==> src/rtl/uart_frame_tx_if.sv <==
// Byte-side handshake between user logic and the UART frame transmitter,
// including the per-frame fault-injection strobes that travel with the byte.
interface uart_frame_tx_if;
    logic [7:0] tx_data;
    logic       tx_valid;
    logic       tx_ready;
    logic       inj_parity_err;
    logic       inj_frame_err;

    modport master (
        output tx_data, tx_valid, inj_parity_err, inj_frame_err,
        input  tx_ready
    );

    modport slave (
        input  tx_data, tx_valid, inj_parity_err, inj_frame_err,
        output tx_ready
    );
endinterface

==> src/rtl/uart_frame_tx.sv <==
// UART transmitter: start, 8 data bits LSB first, even parity, stop.
// Parity and stop bits can be corrupted per frame to exercise receiver error paths.
module uart_frame_tx #(
    parameter int CLKS_PER_BIT = 5208
) (
    input  logic              clk,
    input  logic              rst,
    uart_frame_tx_if.slave    ifc,
    output logic              tx,
    output logic              busy,
    output logic              frame_done
);
    localparam int CNT_W = (CLKS_PER_BIT > 1) ? $clog2(CLKS_PER_BIT) : 1;
    localparam logic [CNT_W-1:0] CNT_LAST = CNT_W'(CLKS_PER_BIT - 1);

    typedef enum logic [2:0] {
        IDLE,
        START,
        DATA,
        PARITY,
        STOP
    } state_e;

    state_e           state_q, state_d;
    logic [CNT_W-1:0] cnt_q, cnt_d;
    logic [2:0]       idx_q, idx_d;
    logic [7:0]       data_q, data_d;
    logic             par_q, par_d;
    logic             stop_q, stop_d;
    logic             tx_q, tx_d;
    logic             busy_q, busy_d;

    logic bit_last;
    logic stop_last;
    logic accept;

    assign bit_last  = (cnt_q == CNT_LAST);
    assign stop_last = (state_q == STOP) && bit_last;

    // The final stop cycle doubles as an acceptance slot so frames can run back to back.
    assign ifc.tx_ready = (state_q == IDLE) || stop_last;
    assign accept       = ifc.tx_valid && ifc.tx_ready;

    assign frame_done = stop_last;
    assign tx         = tx_q;
    assign busy       = busy_q;

    always_comb begin
        // NOTE: every _d gets a default first so no path through the case infers a latch.
        state_d = state_q;
        cnt_d   = cnt_q;
        idx_d   = idx_q;
        data_d  = data_q;
        par_d   = par_q;
        stop_d  = stop_q;
        tx_d    = tx_q;
        busy_d  = busy_q;

        if (state_q != IDLE) begin
            cnt_d = bit_last ? '0 : cnt_q + CNT_W'(1);
        end

        unique case (state_q)
            IDLE: begin
                tx_d   = 1'b1;
                busy_d = 1'b0;
            end
            START: begin
                if (bit_last) begin
                    state_d = DATA;
                    idx_d   = 3'd0;
                    tx_d    = data_q[0];
                end
            end
            DATA: begin
                if (bit_last) begin
                    if (idx_q == 3'd7) begin
                        state_d = PARITY;
                        tx_d    = par_q;
                    end else begin
                        idx_d = idx_q + 3'd1;
                        tx_d  = data_q[idx_q + 3'd1];
                    end
                end
            end
            PARITY: begin
                if (bit_last) begin
                    state_d = STOP;
                    tx_d    = stop_q;
                end
            end
            STOP: begin
                if (bit_last) begin
                    state_d = IDLE;
                    tx_d    = 1'b1;
                    busy_d  = 1'b0;
                end
            end
            default: state_d = IDLE;
        endcase

        // Injection flags are folded into the latched parity/stop values so they
        // cannot leak into any later frame.
        if (accept) begin
            state_d = START;
            cnt_d   = '0;
            idx_d   = 3'd0;
            data_d  = ifc.tx_data;
            par_d   = (^ifc.tx_data) ^ ifc.inj_parity_err;
            stop_d  = ~ifc.inj_frame_err;
            tx_d    = 1'b0;
            busy_d  = 1'b1;
        end
    end

    // NOTE: sequential state uses non-blocking assignments only; the data
    // holding registers are reset too, so nothing stale is ever observable.
    always_ff @(posedge clk) begin
        if (!rst) begin
            state_q <= IDLE;
            cnt_q   <= '0;
            idx_q   <= 3'd0;
            data_q  <= 8'h00;
            par_q   <= 1'b0;
            stop_q  <= 1'b1;
            tx_q    <= 1'b1;
            busy_q  <= 1'b0;
        end else begin
            state_q <= state_d;
            cnt_q   <= cnt_d;
            idx_q   <= idx_d;
            data_q  <= data_d;
            par_q   <= par_d;
            stop_q  <= stop_d;
            tx_q    <= tx_d;
            busy_q  <= busy_d;
        end
    end
endmodule

==> src/flat_wrapper.sv <==
// flat-port wrapper written by rule: the top's interface ports become plain ports
module uart_frame_tx_flat 
#(
    parameter int CLKS_PER_BIT = 5208
)
  (clk, rst, tx, busy, frame_done, ifc_tx_data, ifc_tx_valid, ifc_inj_parity_err, ifc_inj_frame_err, ifc_tx_ready);
  uart_frame_tx_if ifc_i ();
  input  logic clk;
  input  logic rst;
  output logic tx;
  output logic busy;
  output logic frame_done;
  input wire logic [$bits(ifc_i.tx_data)-1:0] ifc_tx_data;
  input wire logic [$bits(ifc_i.tx_valid)-1:0] ifc_tx_valid;
  input wire logic [$bits(ifc_i.inj_parity_err)-1:0] ifc_inj_parity_err;
  input wire logic [$bits(ifc_i.inj_frame_err)-1:0] ifc_inj_frame_err;
  output wire logic [$bits(ifc_i.tx_ready)-1:0] ifc_tx_ready;
  assign ifc_i.tx_data = ifc_tx_data;
  assign ifc_i.tx_valid = ifc_tx_valid;
  assign ifc_i.inj_parity_err = ifc_inj_parity_err;
  assign ifc_i.inj_frame_err = ifc_inj_frame_err;
  assign ifc_tx_ready = ifc_i.tx_ready;
  uart_frame_tx #(.CLKS_PER_BIT(CLKS_PER_BIT)) u_core (.clk(clk), .rst(rst), .ifc(ifc_i), .tx(tx), .busy(busy), .frame_done(frame_done));
endmodule
==> config.mk <==
export PLATFORM = sky130hd
export DESIGN_NAME = uart_frame_tx_flat
export DESIGN_NICKNAME = d
export VERILOG_FILES = /design/src/rtl/uart_frame_tx_if.sv /design/src/rtl/uart_frame_tx.sv /design/src/flat_wrapper.sv
export SDC_FILE = /design/constraint.sdc
export NUM_CORES = 1
export LEC_CHECK = 0
export BUFFER_PORTS_ARGS = -buffer_cell sky130_fd_sc_hd__buf_2
export CAP_MARGIN = 5
export CORE_ASPECT_RATIO = 0.6
export CORE_MARGIN = 1.5
export CORE_UTILIZATION = 35
export DETAILED_ROUTE_END_ITERATION = 7
export PLACE_DENSITY = 0.56
export SYNTH_ARGS = -nofsm -noshare
export SYNTH_HDL_FRONTEND = slang
export SYNTH_SLANG_ARGS = --single-unit
==> constraint.sdc <==
create_clock -name clk -period 2.8 [get_ports clk]
set_input_delay 0.28 -clock clk [delete_from_list [all_inputs] [get_ports clk]]
set_output_delay 0.28 -clock clk [all_outputs]
set_load 0.005 [all_outputs]
Yosys cells after proc, flatten, opt, wreduce, memory -nomap -nowiden
Index checks and enable logic that the tools add are counted.

word-level totals
  register bits = 31
  input port bits = 13
  output and inout bits = 4

cells by class
  add/subtract/negate cells = 2
  magnitude comparators = 1
  equal/unequal tests = 18
  mux-type cells = 23
  bitwise operators = 4
  reductions and logical operators = 15

operators by type and width
  kind                     number
  $mux W3                  7
  $ne A3 B1 Y1 const B     5
  $pmux W3 S5              1
  $add A13 B1 Y13 const B  1
  $eq A13 B13 Y1 const B   1
  $mux W13                 1
  $ne A2 B1 Y1 const B     6
  $reduce_and A6 Y1        2
  $mux W1                  10
  $reduce_xor A8 Y1        1
  $eq A3 B2 Y1 const B     2
  $eq A3 B3 Y1 const B     2
  $pmux W3 S2              1
  $reduce_bool A3 Y1       2
  $reduce_bool A6 Y1       1
  $pmux W1 S5              1
  $reduce_and A5 Y1        1
  $lt A3 B4 Y1 const B     1
  $reduce_and A4 Y1        1
  $add A3 B1 Y3 const B    1
  $bmux W1 S3              1
  $eq A3 B1 Y1 const B     1
  $logic_not A3 Y1         1
  $not A1 Y1               3
  8 further kinds          9

Longest topological paths before layout
  word-level depth = 7
  gate-level depth with buffers = 7

Worst setup path after synthesis
Ideal clock, no wire load.

  kind = flip-flop to flip-flop
  from = register u_core.cnt_q[0]
  to = register u_core.idx_q[2]
  setup time = 0.071 ns
  arrival = 1.682 ns
  required time = 2.729 ns
  path slack = 1.047 ns
  cell stages (with the launch flop) = 7
  cells stage by stage = dfxtp_1 > ha_1 > and4b_1 > buf_2 > nand4_4 > or4b_1 > a21oi_1

between the ends
  cells in the longest elaborated chain, start to end = 5
  elaborated cells between the ends (all ways) = 8
  classes of those cells = 3 x eq/ne; 5 x reduce/logical

ends and longest elaborated chain
  item                               RTL line              source
  start: declaration                 uart_frame_tx.sv:25   logic [CNT_W-1:0] cnt_q, cnt_d;
  start signal: assignment           uart_frame_tx.sv:130  cnt_q <= cnt_d;
  $eq A13 B13 Y1 *                   uart_frame_tx.sv:37   assign bit_last = (cnt_q == CNT_LAST);
  $logic_and A1 B1 Y1                uart_frame_tx.sv:38   assign stop_last = (state_q == STOP) && bit_last;
  $logic_or A1 B1 Y1                 uart_frame_tx.sv:41   assign ifc.tx_ready = (state_q == IDLE) || stop_last;
  $logic_and A1 B1 Y1                uart_frame_tx.sv:42   assign accept = ifc.tx_valid && ifc.tx_ready;
  $reduce_or A2 Y1 (no source line)  --
  end signal: assignment             uart_frame_tx.sv:131  idx_q <= idx_d;
  end: declaration                   uart_frame_tx.sv:26   logic [2:0] idx_q, idx_d;

Every way passes the cells marked *; elsewhere a longest branch is shown, timed or not.
A chain may end at the register's enable or synchronous reset.

Worst setup path in the final report
  from = register u_core.cnt_q[0]
  to = output ifc_tx_ready

between the ends
  cells in the longest elaborated chain, start to end = 3

ends and longest elaborated chain
  item                 RTL line             source
  $eq A13 B13 Y1       uart_frame_tx.sv:37
  $logic_and A1 B1 Y1  uart_frame_tx.sv:38
  $logic_or A1 B1 Y1   uart_frame_tx.sv:41
  end: declaration     flat_wrapper.sv:17   output wire logic [$bits(ifc_i.tx_ready)-1:0] ifc_tx_ready;

Every way passes these cells.

==> flow_summary.ini <==
[synthesis]
synth_top_family_by_area = simple AND/OR/NAND/NOR gates
synth_compound_area_share_pct = 19.3
syn_avg_cell_area_um2 = 8.78
netlist_area_um2 = 1750
async_flop_share_pct = 0
synthCells = 199
synth_enable_flop_cells = 0
synth_mux_area_share_pct = 3.58
synth_cell_types = 46
yosys.area_share.simple_pct = 26.4
synth-xor-area-share_pct = 8.59
yosysSeqAreaShare_pct = 35.5
ys_ff_latch = 31
synth_fa_ha_area_share_pct = 2.15
ys.flop_type = dfxtp_1
synth_warnings = 0
syn-num-nets = 215

[final_layout]
antenna_cells = 0
fin_nets = 226
area_growth_syn_to_layout_pct = 13.2
drive_gt1_share_pct = 16.6
final_area_um2 = 1980
num-fill-cells = 459
layoutNonFillerInstCount = 274

[placed_design]
place_area_um2 = 1850
gp_congestion = 0.763
dp_hpwl_um = 2890
post-place-ws_ps = 305
place.port_buffers = 16
dpl.cell_count = 266

[floorplan]
start_util_pct = 37.3
rows = 19
die_w_um = 94.2
fp.coreArea_um2 = 4680
die_area_um2 = 5440
io_pins = 17
die_h_um = 57.7

[sta]
worst_slack_ps = 503
fin_skew_ps = 5.01
hold_violations = 0
finalMaxSlewViolations = 0
rsz0062_at_grt = no
fmax_mhz = 435
post-route-min-period_ps = 2300
timing.final.crit_share_pct = 82.0
setup_tns_ps = 0
relSlewSlack_pct = 59.5
setup_viol = 0
hold_ws_ps = 199
worstMarginPinSlew_ps = 606

[power]
switchingPower_w = 0.000256
clkPwrFrac_pct = 43.3
power_frac_comb_pct = 11.9
power.internal_w = 0.000808
p_seq_share_pct = 44.9
p_leak_nw = 0.680
ir_worst_vdd_v = 0.000243
p_sw_share_pct = 24.0
p_per_area_nw_per_um2 = 538

[worst_setup_path]
timing.critical_path.required_ps = 2520
cpPeakStageDelay_ps = 580
crit_path_start_kind = flip-flop
crit_chain = ha_1, and4b_1, a31oi_2, nor2_1, buf_2
cp_max_fo = 14
slowest_stage = a31oi_2
arrival_ps = 2020
end_kind = output port
critPathKind = reg -> out

[clock_network]
root_buffer = clkbuf_8
cts_hold_buf = 0
htree_num_levels = 2
cts_tree = yes
clkTransAtPathRegs_ps = 70
insertion_delay_ps = 290
cts_resized = 0
cts_sinks = 31
cts_buffer_depth = 2
cts_buffers = 5
cts_setup_buffers = 0

[run_status]
status = complete, no violations

[global_routing]
gr-total-overflow = 0
grt_usage_pct = 16.1
grt_start_max_net_pins = 20
grt_first_pass_wirelength_um = 6660
antenna_found_initial = 0
grt_pass1_vias = 1293

[route]
wl_um = 3980
drtIter0Drc = 125
first_pass_iters = 4
drc = 0
vias = 1499
ant_nets = 0
wire_per_inst_um = 14.5
vias_per_cell = 5.47

[job]
maxCapViolCount = 0

[min_path]
hold_class = in -> reg
==> final cells by class <==
| cell class | instances | area (um2) | area share, % |
|---|---|---|---|
| timing repair buffer | 18 | 95.1 | 4.81 |
| sequential | 31 | 621 | 31.4 |
| inverter | 3 | 11.3 | 0.569 |
| clock buffer | 6 | 82.6 | 4.17 |
| multi-input combinational | 151 | 1050 | 53.3 |
| clock inverter | 2 | 35.0 | 1.77 |
| tap | 63 | 78.8 | 3.98 |
==> cells in the mapped netlist, types with 3 or more instances <==
master / n / area (um2)
clkbuf_1: 7 / 26.3
nand4_1: 10 / 62.6
a21boi_0: 11 / 82.6
xor2_1: 7 / 61.3
dfxtp_1: 31 / 621
mux2i_1: 4 / 40.0
and2_1: 5 / 31.3
a21oi_1: 9 / 45.0
nor2_1: 14 / 52.6
xnor2_1: 5 / 43.8
or3_1: 5 / 31.3
buf_2: 6 / 30.0
ha_1: 3 / 37.5
nand2_1: 9 / 33.8
nand3_1: 15 / 75.1
o21ai_0: 18 / 90.1
inv_1: 3 / 11.3
==> power groups by stage <==
stage / combinational, W / clock [W] / sequential (W)
after floorplan: 0.0000957 / 0 / 0.000479
after global placement: 0.000128 / 0 / 0.000487
after detailed placement: 0.000126 / 0 / 0.000487
after CTS: 0.000126 / 0.000468 / 0.000477
after global routing: 0.000140 / 0.000491 / 0.000481
final: 0.000127 / 0.000460 / 0.000477
==> state kept, by name, indices dropped and copies added, names as in the netlist <==
name,cells
u_core.cnt_q,13
u_core.data_q,8
u_core.idx_q,3
u_core.state_q,3
u_core.busy,1
u_core.par_q,1
u_core.stop_q,1
u_core.tx,1
==> cells in the final DEF (no fill, tap or decap), types with 2 or more instances in the layout <==
master     n
a31o_2     2
clkbuf_8   6
buf_2     16
xnor2_1    5
xor2_1     7
nand2_1    9
or3_1      5
nand2b_1   2
and2_1     5
inv_1      3
o21ai_0   18
or4b_1     2
ha_1       3
buf_4      2
a21oi_1    9
nor4_1     2
xnor3_1    2
dfxtp_1   31
nand3_1   15
nand4_1   10
nor2b_1    2
o211ai_1   2
and3_1     2
nor2_1    14
mux2i_1    4
a21boi_0  11
==> kinds of logic (layout without fill, tap and decap cells) <==
kind of cell / Yosys count / count (layout)
AND/OR/NAND/NOR: 77 / 77
flip-flops: 31 / 31
multiplexers: 5 / 5
buffers and inverters: 17 / 29
XOR/XNOR: 14 / 14
AO/OA/AOI/OAI: 52 / 52
adder cells (fa/ha/maj): 3 / 3
==> through the flow <==
stage                     util (%)  total power (W)
final                         42.2          0.00106
after global routing          42.2          0.00111
after CTS                     42.1          0.00107
after detailed placement      39.6         0.000613
after global placement        39.6         0.000615
after floorplan                  -         0.000574
==> routing by layer <==
| metal | share of wire (%) | up-vias | wire [um] | track usage [%] |
|---|---|---|---|---|
| met5 | 0 | - | 0 | 0 |
| met4 | 1.4 | 0 | 57 | 6.40 |
| met3 | 4.9 | 6 | 194 | 3.54 |
| met1 | 58 | 696 | 2300 | 27.3 |
| met2 | 36 | 40 | 1430 | 18.1 |
| li1 | - | 757 | - | - |
==> final timing paths <==
path	startpoint	slack (ps)	to	cells past startpoint
worst min register to register	u_core.idx_q[1]	480	u_core.idx_q[1]	2
worst max register to register	u_core.cnt_q[0]	580	u_core.idx_q[0]	5
worst max-delay path	u_core.cnt_q[0]	500	ifc_tx_ready	5
worst min-delay path	ifc_inj_frame_err	200	u_core.stop_q	2
==> worst max-delay path, delay by kind of cell, from the launching register on <==
family / cells / cell delay (ps)
compound gates: 1 / 580
fa+ha+maj: 1 / 270
buf+inv: 1 / 150
flops: 1 / 330
simple gates: 2 / 400
Note: power is estimated with default switching activity, not from simulation.
